--- config.mk ---
export PLATFORM = sky130hd
export DESIGN_NAME = csr_regfile
export DESIGN_NICKNAME = d
export VERILOG_FILES = /design/src/rtl/csr_regfile.sv
export SDC_FILE = /design/constraint.sdc
export NUM_CORES = 1
export LEC_CHECK = 0
export CAP_MARGIN = 20
export CORE_ASPECT_RATIO = 2
export CORE_MARGIN = 2
export CORE_UTILIZATION = 35
export CTS_CLUSTER_DIAMETER = 120
export DETAILED_ROUTE_END_ITERATION = 8
export PLACE_DENSITY = 0.61
export SKIP_CTS_REPAIR_TIMING = 1
export SYNTH_ARGS = -nofsm -noshare
export SYNTH_HDL_FRONTEND = slang
export SYNTH_SLANG_ARGS = --single-unit
--- constraint.sdc ---
create_clock -name clk -period 9.2 [get_ports clk]
set_clock_uncertainty 0.05 [all_clocks]
set_input_delay 1.84 -clock clk [delete_from_list [all_inputs] [get_ports clk]]
set_output_delay 1.84 -clock clk [all_outputs]
set_load 0.05 [all_outputs]
--- src/rtl/csr_regfile.sv ---
// csr_regfile: machine-mode CSR register file for the RV64 pipeline.
// Serves the EX-stage CSR read and commits the CSR ALU result at WB.
// It also handles trap entry, mret, the cycle/instret counters and interrupt-pending.
// Ports:
//   clk, rst                          clock and synchronous active-high reset
//   csr_raddr -> csr_rdata,           combinational EX read; csr_illegal flags
//   csr_illegal                       an unimplemented address
//   csr_we, csr_waddr, csr_wdata      WB commit of the CSR ALU result
//   retire                            one instruction retired (minstret)
//   trap_valid, trap_pc,              trap entry; trap_target is the handler PC
//   trap_cause, trap_val,             for the present trap_cause
//   trap_target
//   mret_valid, mret_target           mret commit; mret_target is mepc
//   irq_timer, irq_ext, irq_pending   interrupt levels in, pending-and-enabled out
module csr_regfile #(
   parameter int unsigned XLEN         = 64,
   parameter logic [63:0] MTVEC_RESET  = 64'h0,
   parameter bit          HAS_COUNTERS = 1'b1
) (
   input  logic            clk,
   input  logic            rst,
   input  logic [11:0]     csr_raddr,
   output logic [XLEN-1:0] csr_rdata,
   output logic            csr_illegal,
   input  logic            csr_we,
   input  logic [11:0]     csr_waddr,
   input  logic [XLEN-1:0] csr_wdata,
   input  logic            retire,
   input  logic            trap_valid,
   input  logic [XLEN-1:0] trap_pc,
   input  logic [XLEN-1:0] trap_cause,
   input  logic [XLEN-1:0] trap_val,
   input  logic            mret_valid,
   input  logic            irq_timer,
   input  logic            irq_ext,
   output logic [XLEN-1:0] trap_target,
   output logic [XLEN-1:0] mret_target,
   output logic            irq_pending
);

   localparam logic [11:0] ADDR_MSTATUS  = 12'h300;
   localparam logic [11:0] ADDR_MIE      = 12'h304;
   localparam logic [11:0] ADDR_MTVEC    = 12'h305;
   localparam logic [11:0] ADDR_MSCRATCH = 12'h340;
   localparam logic [11:0] ADDR_MEPC     = 12'h341;
   localparam logic [11:0] ADDR_MCAUSE   = 12'h342;
   localparam logic [11:0] ADDR_MTVAL    = 12'h343;
   localparam logic [11:0] ADDR_MIP      = 12'h344;
   localparam logic [11:0] ADDR_MCYCLE   = 12'hB00;
   localparam logic [11:0] ADDR_MINSTRET = 12'hB02;
   localparam logic [11:0] ADDR_CYCLE    = 12'hC00;
   localparam logic [11:0] ADDR_INSTRET  = 12'hC02;

   localparam logic [XLEN-1:0] MIE_MASK = XLEN'(64'h880);

   // mstatus keeps only MIE and MPIE as state; MPP is hardwired to M-mode
   logic            mstatus_mie_q,  mstatus_mie_d;
   logic            mstatus_mpie_q, mstatus_mpie_d;
   logic [XLEN-1:0] mie_q,      mie_d;
   logic [XLEN-1:0] mtvec_q,    mtvec_d;
   logic [XLEN-1:0] mscratch_q, mscratch_d;
   logic [XLEN-1:0] mepc_q,     mepc_d;
   logic [XLEN-1:0] mcause_q,   mcause_d;
   logic [XLEN-1:0] mtval_q,    mtval_d;
   logic [XLEN-1:0] mcycle_q,   mcycle_d;
   logic [XLEN-1:0] minstret_q, minstret_d;

   logic [XLEN-1:0] mstatus_rd;
   logic [XLEN-1:0] mip_rd;
   logic [XLEN-1:0] tvec_base;
   logic            wr_en;

   assign mstatus_rd = {51'b0, 2'b11, 3'b0, mstatus_mpie_q, 3'b0, mstatus_mie_q, 3'b0};
   assign mip_rd     = {52'b0, irq_ext, 3'b0, irq_timer, 7'b0};
   assign wr_en      = csr_we && (csr_waddr[11:10] != 2'b11);

   // EX read mux
   always_comb begin
      csr_rdata   = '0;
      csr_illegal = 1'b0;
      case (csr_raddr)
         ADDR_MSTATUS:             csr_rdata = mstatus_rd;
         ADDR_MIE:                 csr_rdata = mie_q;
         ADDR_MTVEC:               csr_rdata = mtvec_q;
         ADDR_MSCRATCH:            csr_rdata = mscratch_q;
         ADDR_MEPC:                csr_rdata = mepc_q;
         ADDR_MCAUSE:              csr_rdata = mcause_q;
         ADDR_MTVAL:               csr_rdata = mtval_q;
         ADDR_MIP:                 csr_rdata = mip_rd;
         ADDR_MCYCLE, ADDR_CYCLE:  csr_rdata = mcycle_q;
         ADDR_MINSTRET,
         ADDR_INSTRET:             csr_rdata = minstret_q;
         default:                  csr_illegal = 1'b1;
      endcase
   end

   // Handler PC: vectored mode only offsets interrupts
   assign tvec_base   = {mtvec_q[XLEN-1:2], 2'b00};
   assign trap_target = (mtvec_q[0] && trap_cause[XLEN-1])
                        ? tvec_base + {56'b0, trap_cause[5:0], 2'b00}
                        : tvec_base;
   assign mret_target = mepc_q;
   assign irq_pending = mstatus_mie_q && ((mie_q & mip_rd) != '0);

   // Next state; later assignments take priority, giving trap > mret > csr_we
   // on the CSRs they share while other CSR writes still commit.
   always_comb begin
      mstatus_mie_d  = mstatus_mie_q;
      mstatus_mpie_d = mstatus_mpie_q;
      mie_d          = mie_q;
      mtvec_d        = mtvec_q;
      mscratch_d     = mscratch_q;
      mepc_d         = mepc_q;
      mcause_d       = mcause_q;
      mtval_d        = mtval_q;
      mcycle_d       = HAS_COUNTERS ? mcycle_q + XLEN'(1) : '0;
      minstret_d     = (HAS_COUNTERS && retire) ? minstret_q + XLEN'(1) : minstret_q;

      if (wr_en) begin
         case (csr_waddr)
            ADDR_MSTATUS: begin
               mstatus_mie_d  = csr_wdata[3];
               mstatus_mpie_d = csr_wdata[7];
            end
            ADDR_MIE:      mie_d      = csr_wdata & MIE_MASK;
            ADDR_MTVEC:    mtvec_d    = {csr_wdata[XLEN-1:2], 1'b0, csr_wdata[0]};
            ADDR_MSCRATCH: mscratch_d = csr_wdata;
            ADDR_MEPC:     mepc_d     = {csr_wdata[XLEN-1:2], 2'b00};
            ADDR_MCAUSE:   mcause_d   = csr_wdata;
            ADDR_MTVAL:    mtval_d    = csr_wdata;
            ADDR_MCYCLE:   if (HAS_COUNTERS) mcycle_d   = csr_wdata;
            ADDR_MINSTRET: if (HAS_COUNTERS) minstret_d = csr_wdata;
            default: ;
         endcase
      end

      if (mret_valid) begin
         mstatus_mie_d  = mstatus_mpie_q;
         mstatus_mpie_d = 1'b1;
      end

      if (trap_valid) begin
         mepc_d         = {trap_pc[XLEN-1:2], 2'b00};
         mcause_d       = trap_cause;
         mtval_d        = trap_val;
         mstatus_mpie_d = mstatus_mie_q;
         mstatus_mie_d  = 1'b0;
      end
   end

   always_ff @(posedge clk) begin
      if (rst) begin
         mstatus_mie_q  <= 1'b0;
         mstatus_mpie_q <= 1'b0;
         mie_q          <= '0;
         mtvec_q        <= XLEN'(MTVEC_RESET);
         mscratch_q     <= '0;
         mepc_q         <= '0;
         mcause_q       <= '0;
         mtval_q        <= '0;
         mcycle_q       <= '0;
         minstret_q     <= '0;
      end else begin
         mstatus_mie_q  <= mstatus_mie_d;
         mstatus_mpie_q <= mstatus_mpie_d;
         mie_q          <= mie_d;
         mtvec_q        <= mtvec_d;
         mscratch_q     <= mscratch_d;
         mepc_q         <= mepc_d;
         mcause_q       <= mcause_d;
         mtval_q        <= mtval_d;
         mcycle_q       <= mcycle_d;
         minstret_q     <= minstret_d;
      end
   end

endmodule

==> run summary, run 1 <==
Worst EP arrival = 6.10 ns
Slowest-stage cell, CP = clkdlybuf4s50_1
Starting DRT DRC Count = 1904
Count of antenna-violating nets left after detailed routing = 0
Worst-margin pin slew = 1.32 ns
DRT Wirelength = 103000 um
FF-to-FF End = minstret_q[39]
Core Rows = 136
R2r worst-path depth = 7
Vias in the first global route = 24100
First-pass GRT wire length = 151000 um
Final Hold Viols = 0
Endpoints failing setup = 0
RR Startpoint = minstret_q[15]
Vias = 24300
WP buf/inv = 4
Total track usage = 0.280
CTS sink cnt = 449
Fin cells = 4289
Nets = 3641
H-tree lvl count = 2
Vias per inst = 5.66
Required @ worst endpoint = 7.31 ns
Total power divided by cell area = 140 nW/um^2
Yosys reg bits = 449
Share of cells above drive strength 1 = 0.0672
Crit path largest cell delay = 0.86 ns
Placed wire-length estimate = 73300 um
CP Capture Type = output pin
GR Overflow Total = 0
FILL cells = 6889
Power Internal = 3.26 mW
Full die area = 71700 sq um
CTS tree = built
RSZ-0062 raised after global routing = false
Yosys warnings = 0
Reg power frac = 0.463
Num CTS Buffers = 45
Top cells by area, synth = dfxtp_1 (37%), nand2_1 (7.9%), mux2i_1 (7.8%)
Period utilisation layout = 0.868
Most frequent cells in the layout = nand2_1 (508), clkdlybuf4s50_1 (473), dfxtp_1 (449)
Synth Instances = 3006
Placed cells = 4194
Die width = 190 um
Clock power share = 0.433
Core Footprint = 68700 sq um
Critical path launch point type = input port
Final min period = 7.99 ns
Top delay family on crit path = simple AND/OR/NAND/NOR gates
Logic gate share of total power = 0.104
Seq/Total Area, Yosys = 0.370
Most common cell after layout, fill and taps aside = nand2_1
Number of port buffers = 475
Leakage Power = 11.6 nW
Initial antenna violation count = 21
Largest net degree at the start of global routing = 206
Number of synthesized flops with an enable pin = 0
Reg-to-reg slack, setup = 6.34 ns
Crit path kind = input port to output pin
Worst hold path type = register to register
Status = complete, no violations
Rel. slew slack = 0.119
GP Congestion = 0.885
Worst-skew pair later-pin latency = 0.60 ns
Ports = 482
Worst path cell trace = clkdlybuf4s50_1 -> nor4bb_1 -> buf_4 -> and3_1 -> nand3_1 -> nor2_4 -> buf_12 -> a222oi_1 -> nand3_1 -> clkdlybuf4s50_1
Yosys cell types = 65
Clk buf depth = 3
Max-cap violation count = 0
Main synth FF type = dfxtp_1
Clock transition at path regs = 0.06 ns
Pins over their slew limit = 0
P&R area growth vs syn = 28.6%
Post-synth top area share = 0.370
Clk root buf = clkbuf_16
DRT Pass-1 Iters = 9
Share of synthesized registers carrying an async set or reset = 0
Die Height = 377 um
Syn Area/Cell = 8.09 sq um
Worst Hold Path Cells = 2
Peak VDD IR = 0.126 mV
Post-layout util = 0.455
Yosys top cell by area = dfxtp_1
Initial Utilization = 0.354
Mapped Area = 24300 sq um
Worst Hold End = mscratch_q[15]
Sw Ratio = 0.255
Fmax = 125 MHz
DR WL/cell = 24.1 um
Setup TNS = 0 ns
Remaining DRCs = 0
Setup crit start = csr_raddr[8]
CP Max Fanout = 34
Hold_sp = mscratch_q[15]
Sw Pwr = 1.12 mW
## state kept, by name, indices dropped and copies added (netlist names), 2 cells and up
| name | flops |
|---|---|
| mcause_q | 64 |
| mcycle_q | 64 |
| mie_q | 2 |
| minstret_q | 64 |
| mret_target | 62 |
| mscratch_q | 64 |
| mtval_q | 64 |
| mtvec_q | 63 |
## cells in the mapped netlist (4+ instances only)
master and n:
and2_1 4, nor2_1 256, xnor2_1 115, ha_1 8
buf_1 19, nor2b_1 123, and4_1 17, buf_2 40
o21ai_0 134, nand4_1 45, dfxtp_1 449, a21oi_1 150
nand3_2 4, nor4_2 10, a21o_1 13, buf_4 6
inv_1 27, or2_2 5, a221oi_1 11, xor2_1 64
nand2_1 509, nand3_1 132, a22oi_1 112, a222oi_1 63
clkbuf_1 166, and3_1 33, mux2i_1 190, a211oi_1 108
nor3_1 48, mux2_2 64, or3_1 9, nor4_1 17
## power groups by stage
stage          registers [mW]  clock network, mW  logic [mW]
2_1_floorplan            2.12                  0       0.166
3_3_place_gp             2.07                  0       0.451
3_5_place_dp             2.07                  0       0.452
4_1_cts                  2.03               1.93       0.455
5_1_grt                  2.03               2.00       0.486
6_report                 2.03               1.90       0.454
## metal layers
| metal | vias up | global-route usage | share of wire |
|---|---|---|---|
| li1 | 11400 | - | - |
| met1 | 11600 | 0.290 | 0.35 |
| met2 | 981 | 0.522 | 0.53 |
| met3 | 292 | 0.0355 | 0.057 |
| met4 | 10 | 0.179 | 0.067 |
| met5 | - | 0 | 0.00057 |
## stage by stage
stage          hold WS, ns  total power, mW  setup WS (ns)  cell area, sq um
2_1_floorplan        0.381             2.28           2.84             24300
3_5_place_dp         0.393             2.52           1.25             29700
3_3_place_gp         0.388             2.52           1.28             29700
5_1_grt              0.415             4.52           1.17             31300
6_report             0.401             4.38           1.21             31300
4_1_cts              0.402             4.42           1.23             31200
## kinds of logic (layout without fill, tap and decap cells)
kind of cell               after synthesis  count (layout)  share of synthesized area
muxes                                  254             254                      0.108
DFF                                    449             449                      0.370
buffers and inverters                  258             626                     0.0428
other                                    1              19                   0.000154
and+or+nand+nor                       1244            1244                      0.243
AOI/OAI and AO/OA                      612             612                      0.167
xor gates and xnor gates               179             179                     0.0645
adders and majority gates                9               9                    0.00494
## how the worst max path moves through the flow
stage / to / slack, ns / depth (start not counted)
2_1_floorplan: csr_illegal / 2.84 / 6
3_3_place_gp: csr_rdata[4] / 1.28 / 10
3_5_place_dp: csr_rdata[12] / 1.25 / 10
4_1_cts: csr_rdata[21] / 1.23 / 10
5_1_grt: csr_rdata[21] / 1.17 / 10
6_report: csr_rdata[21] / 1.21 / 10
## worst min-delay path, delay by kind of cell, from the launching register on
family	cells	cell delay, ns
DFF	1	0.31
AOI/OAI and AO/OA	1	0.05
and+or+nand+nor	1	0.05
## area by class of cell
class                           instances  area (sq um)  area share
Timing Repair Buffer                  519          5160       0.165
Inverter                               27           101     0.00324
Clock buffer                           68          1370      0.0439
Sequential cell                       449          8990       0.288
Antenna cell                           15          37.5     0.00120
Multi-Input combinational cell       2302         14400       0.460
Clock inverter                         12           101     0.00324
Tap cell                              897          1120      0.0359
(Power assumes the default switching activity.)
==> inputs of run 2 (changes only) <==
--- a/config.mk
+++ b/config.mk
@@ -6,12 +6,14 @@
 export NUM_CORES = 1
 export LEC_CHECK = 0
 export CAP_MARGIN = 20
+export CELL_PAD_IN_SITES_DETAIL_PLACEMENT = 1
+export CELL_PAD_IN_SITES_GLOBAL_PLACEMENT = 1
 export CORE_ASPECT_RATIO = 2
 export CORE_MARGIN = 2
 export CORE_UTILIZATION = 35
 export CTS_CLUSTER_DIAMETER = 120
 export DETAILED_ROUTE_END_ITERATION = 8
-export PLACE_DENSITY = 0.61
+export PLACE_DENSITY = 0.77
 export SKIP_CTS_REPAIR_TIMING = 1
 export SYNTH_ARGS = -nofsm -noshare
 export SYNTH_HDL_FRONTEND = slang
==> run 2 against run 1 <==
Worst setup slack gained 0.31 ns. Maximum frequency grew 4.0%. Design area grew 0.24%. Core utilization grew 0.11 points. Clock power grew 6%. Count of clock-buffer cells in the layout grew 2. Combinational power grew 2%. Sequential share of layout area shrank 0.069 points. Critical path depth grew 1. Critical path type unchanged. Largest cell class unchanged. Largest power group unchanged.
==> run summary, run 2 (synthesis results as in run 1) <==
Num CTS Buffers = 46 (+2.2%)
Placed wire-length estimate = 77700 um (+6.1%)
P&R area growth vs syn = 28.9%
Clk buf depth = 3 (unchanged)
H-tree lvl count = 2 (unchanged)
Worst hold path type = register to register
Most common cell after layout, fill and taps aside = nand2_1
RSZ-0062 raised after global routing = false
FF-to-FF End = minstret_q[54]
Critical path launch point type = input port
Remaining DRCs = 0 (unchanged)
Worst Hold Path Cells = 2 (unchanged)
Leakage Power = 11.6 nW (+0.30%)
CTS sink cnt = 449 (unchanged)
First-pass GRT wire length = 161000 um (+6.6%)
Starting DRT DRC Count = 1612 (-15%)
Final Hold Viols = 0 (unchanged)
Ports = 482 (unchanged)
Total power divided by cell area = 144 nW/um^2 (+2.8%)
CTS tree = built
Crit path kind = input port to output pin
Global Route met3 Usage = 0.0404 (+0.00484)
Endpoints failing setup = 0 (unchanged)
RR Startpoint = minstret_q[0]
Pre-CTS worst setup slack = 1.43 ns (+0.174 ns)
Total track usage = 0.297 (+0.0172)
Setup TNS = 0 ns (unchanged)
Worst Hold End = mscratch_q[48]
GRT met1 Usage = 0.315 (+0.0246)
R2r worst-path depth = 7 (unchanged)
Vias = 24800 (+2.3%)
DRT Pass-1 Iters = 9 (unchanged)
Pins over their slew limit = 0 (unchanged)
Peak VDD IR = 0.123 mV (-2.3%)
Hold_sp = mscratch_q[48]
Initial Utilization = 0.354 (unchanged)
Rel. slew slack = 0.218 (+0.0998)
Power Total = 4.51 mW (+3.1%)
Fmax = 130 MHz (+4.0%)
GR Overflow Total = 0 (unchanged)
Max-cap violation count = 0 (unchanged)
Largest net degree at the start of global routing = 207 (+0.49%)
Period utilisation layout = 0.835 (-0.0337)
Most Crowded Layer GR = met2
Worst-skew pair later-pin latency = 0.59 ns (about the same)
Full die area = 71700 sq um (unchanged)
CP Capture Type = output pin
Worst-margin pin slew = 1.16 ns (-0.159 ns)
Clk root buf = clkbuf_16
GP Congestion = 0.848 (-4.1%)
DRT Wirelength = 110000 um (+5.9%)
Die width = 190 um (unchanged)
Clock transition at path regs = 0.06 ns (about the same)
FILL cells = 8210 (+19%)
Core Footprint = 68700 sq um (unchanged)
Worst EP arrival = 5.79 ns (-0.31 ns)
Number of port buffers = 475 (unchanged)
Nets = 3642 (+0.027%)
Count of antenna-violating nets left after detailed routing = 0 (unchanged)
Vias in the first global route = 25700 (+6.8%)
Final min period = 7.68 ns (-0.310 ns)
Required @ worst endpoint = 7.31 ns (about the same)
Met2 Use GR = 0.548 (+0.0261)
Initial antenna violation count = 21 (unchanged)
Die Height = 377 um (unchanged)
Most frequent cells in the layout = nand2_1 (508), clkdlybuf4s50_1 (473), dfxtp_1 (449)
Share of cells above drive strength 1 = 0.0669 (-0.000316)
CP Max Fanout = 7 (-79%)
Worst Setup Slack, final = 1.52 ns (+0.310 ns)
DR WL/cell = 25.5 um (+5.8%)
Core Rows = 136 (unchanged)
Vias per inst = 5.78 (+2.2%)
Status = complete, no violations
Reg-to-reg slack, setup = 6.29 ns (-0.05 ns)
==> run 2: cell types whose count changed in the layout (fill, tap and decap cells not counted), moves of 2 or more <==
cell,change
clkbuf_1,+3
bufinv_16,+3
clkinv_2,-3
buf_4,+2
clkbuf_8,-4
clkbuf_16,+3
buf_12,-3
diode_2,+3
==> run 2: layer usage <==
metal	vias to the layer above	share of wire
li1	11400	-
met1	12400	0.36
met2	847	0.52
met3	266	0.049
met4	8	0.065
met5	-	0.00047
==> run 2: how the worst max path moves through the flow <==
stage | slack [ns] | from | to
3_5_place_dp | 1.43 | trap_cause[0] | trap_target[50]
3_3_place_gp | 1.42 | trap_cause[0] | trap_target[50]
5_1_grt | 1.39 | trap_cause[0] | trap_target[52]
2_1_floorplan | 2.84 | csr_raddr[8] | csr_illegal
6_report | 1.52 | trap_cause[0] | trap_target[50]
4_1_cts | 1.42 | trap_cause[0] | trap_target[50]
==> run 2: where the power goes <==
group	total, mW	leakage (nW)	internal [mW]	switching (mW)
Sequential	2.03	3.65	1.99	0.0364
Clock	2.02	0.769	1.16	0.858
Combinational	0.465	7.19	0.213	0.252
Total	4.51	11.6	3.37	1.15
==> run 2: area by class of cell <==
| class | count | area (sq um) | share of cell area |
|---|---|---|---|
| Clock inverter | 11 | 161 | 0.00515 |
| Clock buffer | 70 | 1410 | 0.0448 |
| Multi-Input combinational cell | 2302 | 14400 | 0.459 |
| Tap cell | 897 | 1120 | 0.0358 |
| Sequential cell | 449 | 8990 | 0.287 |
| Antenna cell | 18 | 45.0 | 0.00144 |
| Timing Repair Buffer | 519 | 5130 | 0.164 |
| Inverter | 27 | 101 | 0.00323 |
==> run 2: critical path, cell delays in order <==
cell	delay (ns)
clkdlybuf4s50_1	0.49
ha_1	0.20
fa_1	0.22
a21o_1	0.15
a221oi_1	0.10
buf_4	0.23
nor4_2	0.81
and3b_1	0.44
nand4_1	0.22
xnor2_1	0.24
clkdlybuf4s50_1	0.84
==> run 2: metrics by stage <==
stage | cells | instance area (sq um) | hold WS [ns] | utilization
5_1_grt | 4292 | 31300 | 0.424 | 0.456
3_3_place_gp | 4193 | 29700 | 0.387 | 0.432
4_1_cts | 4275 | 31300 | 0.404 | 0.455
6_report | 4293 | 31300 | 0.404 | 0.456
3_5_place_dp | 4194 | 29700 | 0.394 | 0.432
2_1_floorplan | 3009 | 24300 | 0.381 | -
==> edit, RTL diff (settings of run 2) <==
Set the parameter `HAS_COUNTERS` to 1'b0 (it was 1'b1).
--- a/src/rtl/csr_regfile.sv
+++ b/src/rtl/csr_regfile.sv
@@ -17,3 +17,3 @@
    parameter logic [63:0] MTVEC_RESET  = 64'h0,
-   parameter bit          HAS_COUNTERS = 1'b1
+   parameter bit          HAS_COUNTERS = 1'b0
 ) (
Check against the original RTL: not equivalent (a bounded check fails within 4 cycles, from zero or initial values and one cycle with rst high).
==> edit against run 2 <==
Final area down 25%; critical endpoint is now trap_target[49]; wire length down 29%; power down 23%; sequential share of layout area down 1.2 points; sequential cell count down 128; area after synthesis down 30%; setup slack worse by 0.16 ns; non-clock buffer count down 28.
==> edit: results <==
[outcome]
outcome = completed

[synthesis]
yosysSeqAreaShare = 0.375
synth.distinct_cells = 64
synth_common_cells = 400 x nand2_1, 321 x dfxtp_1, 154 x nor2_1
synth.area.top_cells = dfxtp_1 38%, nand2_1 8.8%, mux2_2 8.7%

[finish]
n_clock_buffer = 51
fill_cells = 5601
multi_input_gates = 1490
nets = 2704
clk_share = 0.0512
antennaDiodeCount = 13
seqAreaFraction = 0.275
final_area_sq_mm = 0.0234
non_clock_buffer_area_share = 0.210
multi_input_area_share = 0.417

[place]
dp_hpwl_um = 52700
place_area_sq_mm = 0.0222
portBuffers = 474

[power]
ir_drop_mv = 0.108
p_sw_uw = 888
p_leak_nw = 9.06

[global_routing]
grt_pass1_wl_um = 115000
grt_max_degree = 184
grt_use_total = 0.295
grt_pass1_vias = 19300

[min_path]
worstHoldStart = mscratch_q[55]$_SDFFE_PP0P_

[clock_tree]
cts_buffers = 34

[floorplanning]
die-area_sq_mm = 0.0508

[sta]
hold_slack_ns = 0.406

[drt]
wire_per_inst_um = 25.4
vias_per_cell = 5.77

[critical_path]
timing.rr.start = mret_target[57]$_SDFFE_PP0P_
r2r.worst_path.cells = 2
rrSetupSlack_ns = 8.05
critical_path.top_delay_family = simple AND/OR/NAND/NOR gates
worst-path-max-fanout = 13
max_stage_delay_ns = 0.86
crit_end = trap_target[49]
edit: worst min path at each step:
stage | to | cells after the start
floorplan | mscratch_q[11]$_SDFFE_PP0P_ | 2
global placement | mscratch_q[0]$_SDFFE_PP0P_ | 2
detailed placement | mscratch_q[20]$_SDFFE_PP0P_ | 2
CTS | mscratch_q[20]$_SDFFE_PP0P_ | 2
global route | mscratch_q[53]$_SDFFE_PP0P_ | 2
finish | mscratch_q[55]$_SDFFE_PP0P_ | 2
edit: layer usage:
metal | global-route usage | wire length, um | vias up
met3 | 0.0533 | 4200 | 200
met4 | 0.180 | 4660 | 2
li1 | - | - | 8031
met5 | 0 | 13 | -
met1 | 0.291 | 27600 | 8904
met2 | 0.570 | 41700 | 638
edit: per-stage QoR:
| step | total power [mW] | std cells |
|---|---|---|
| 2_1_floorplan | 1.73 | 2058 |
| 3_3_place_gp | 1.96 | 3011 |
| 3_5_place_dp | 1.97 | 3011 |
| 4_1_cts | 3.48 | 3069 |
| 5_1_grt | 3.57 | 3082 |
| 6_report | 3.46 | 3082 |
edit: power by group through the flow:
stage | sequential (mW) | clock (mW) | combinational, mW
after floorplan | 1.56 | 0 | 0.167
after global placement | 1.51 | 0 | 0.450
after detailed placement | 1.51 | 0 | 0.461
after CTS | 1.48 | 1.54 | 0.465
after global routing | 1.48 | 1.59 | 0.493
final | 1.48 | 1.51 | 0.465
edit: logic make-up (layout without fill, tap and decap cells):
kind of cell,count (synthesis),in the layout,synth area share
other,1,17,0.000219
flip-flops,321,321,0.375
AO/OA/AOI/OAI,345,345,0.149
AND/OR/NAND/NOR,807,807,0.214
XOR/XNOR,60,60,0.0307
buffers and inverters,247,620,0.0595
multiplexers,267,267,0.166
adder cells (fa/ha/maj),7,7,0.00556
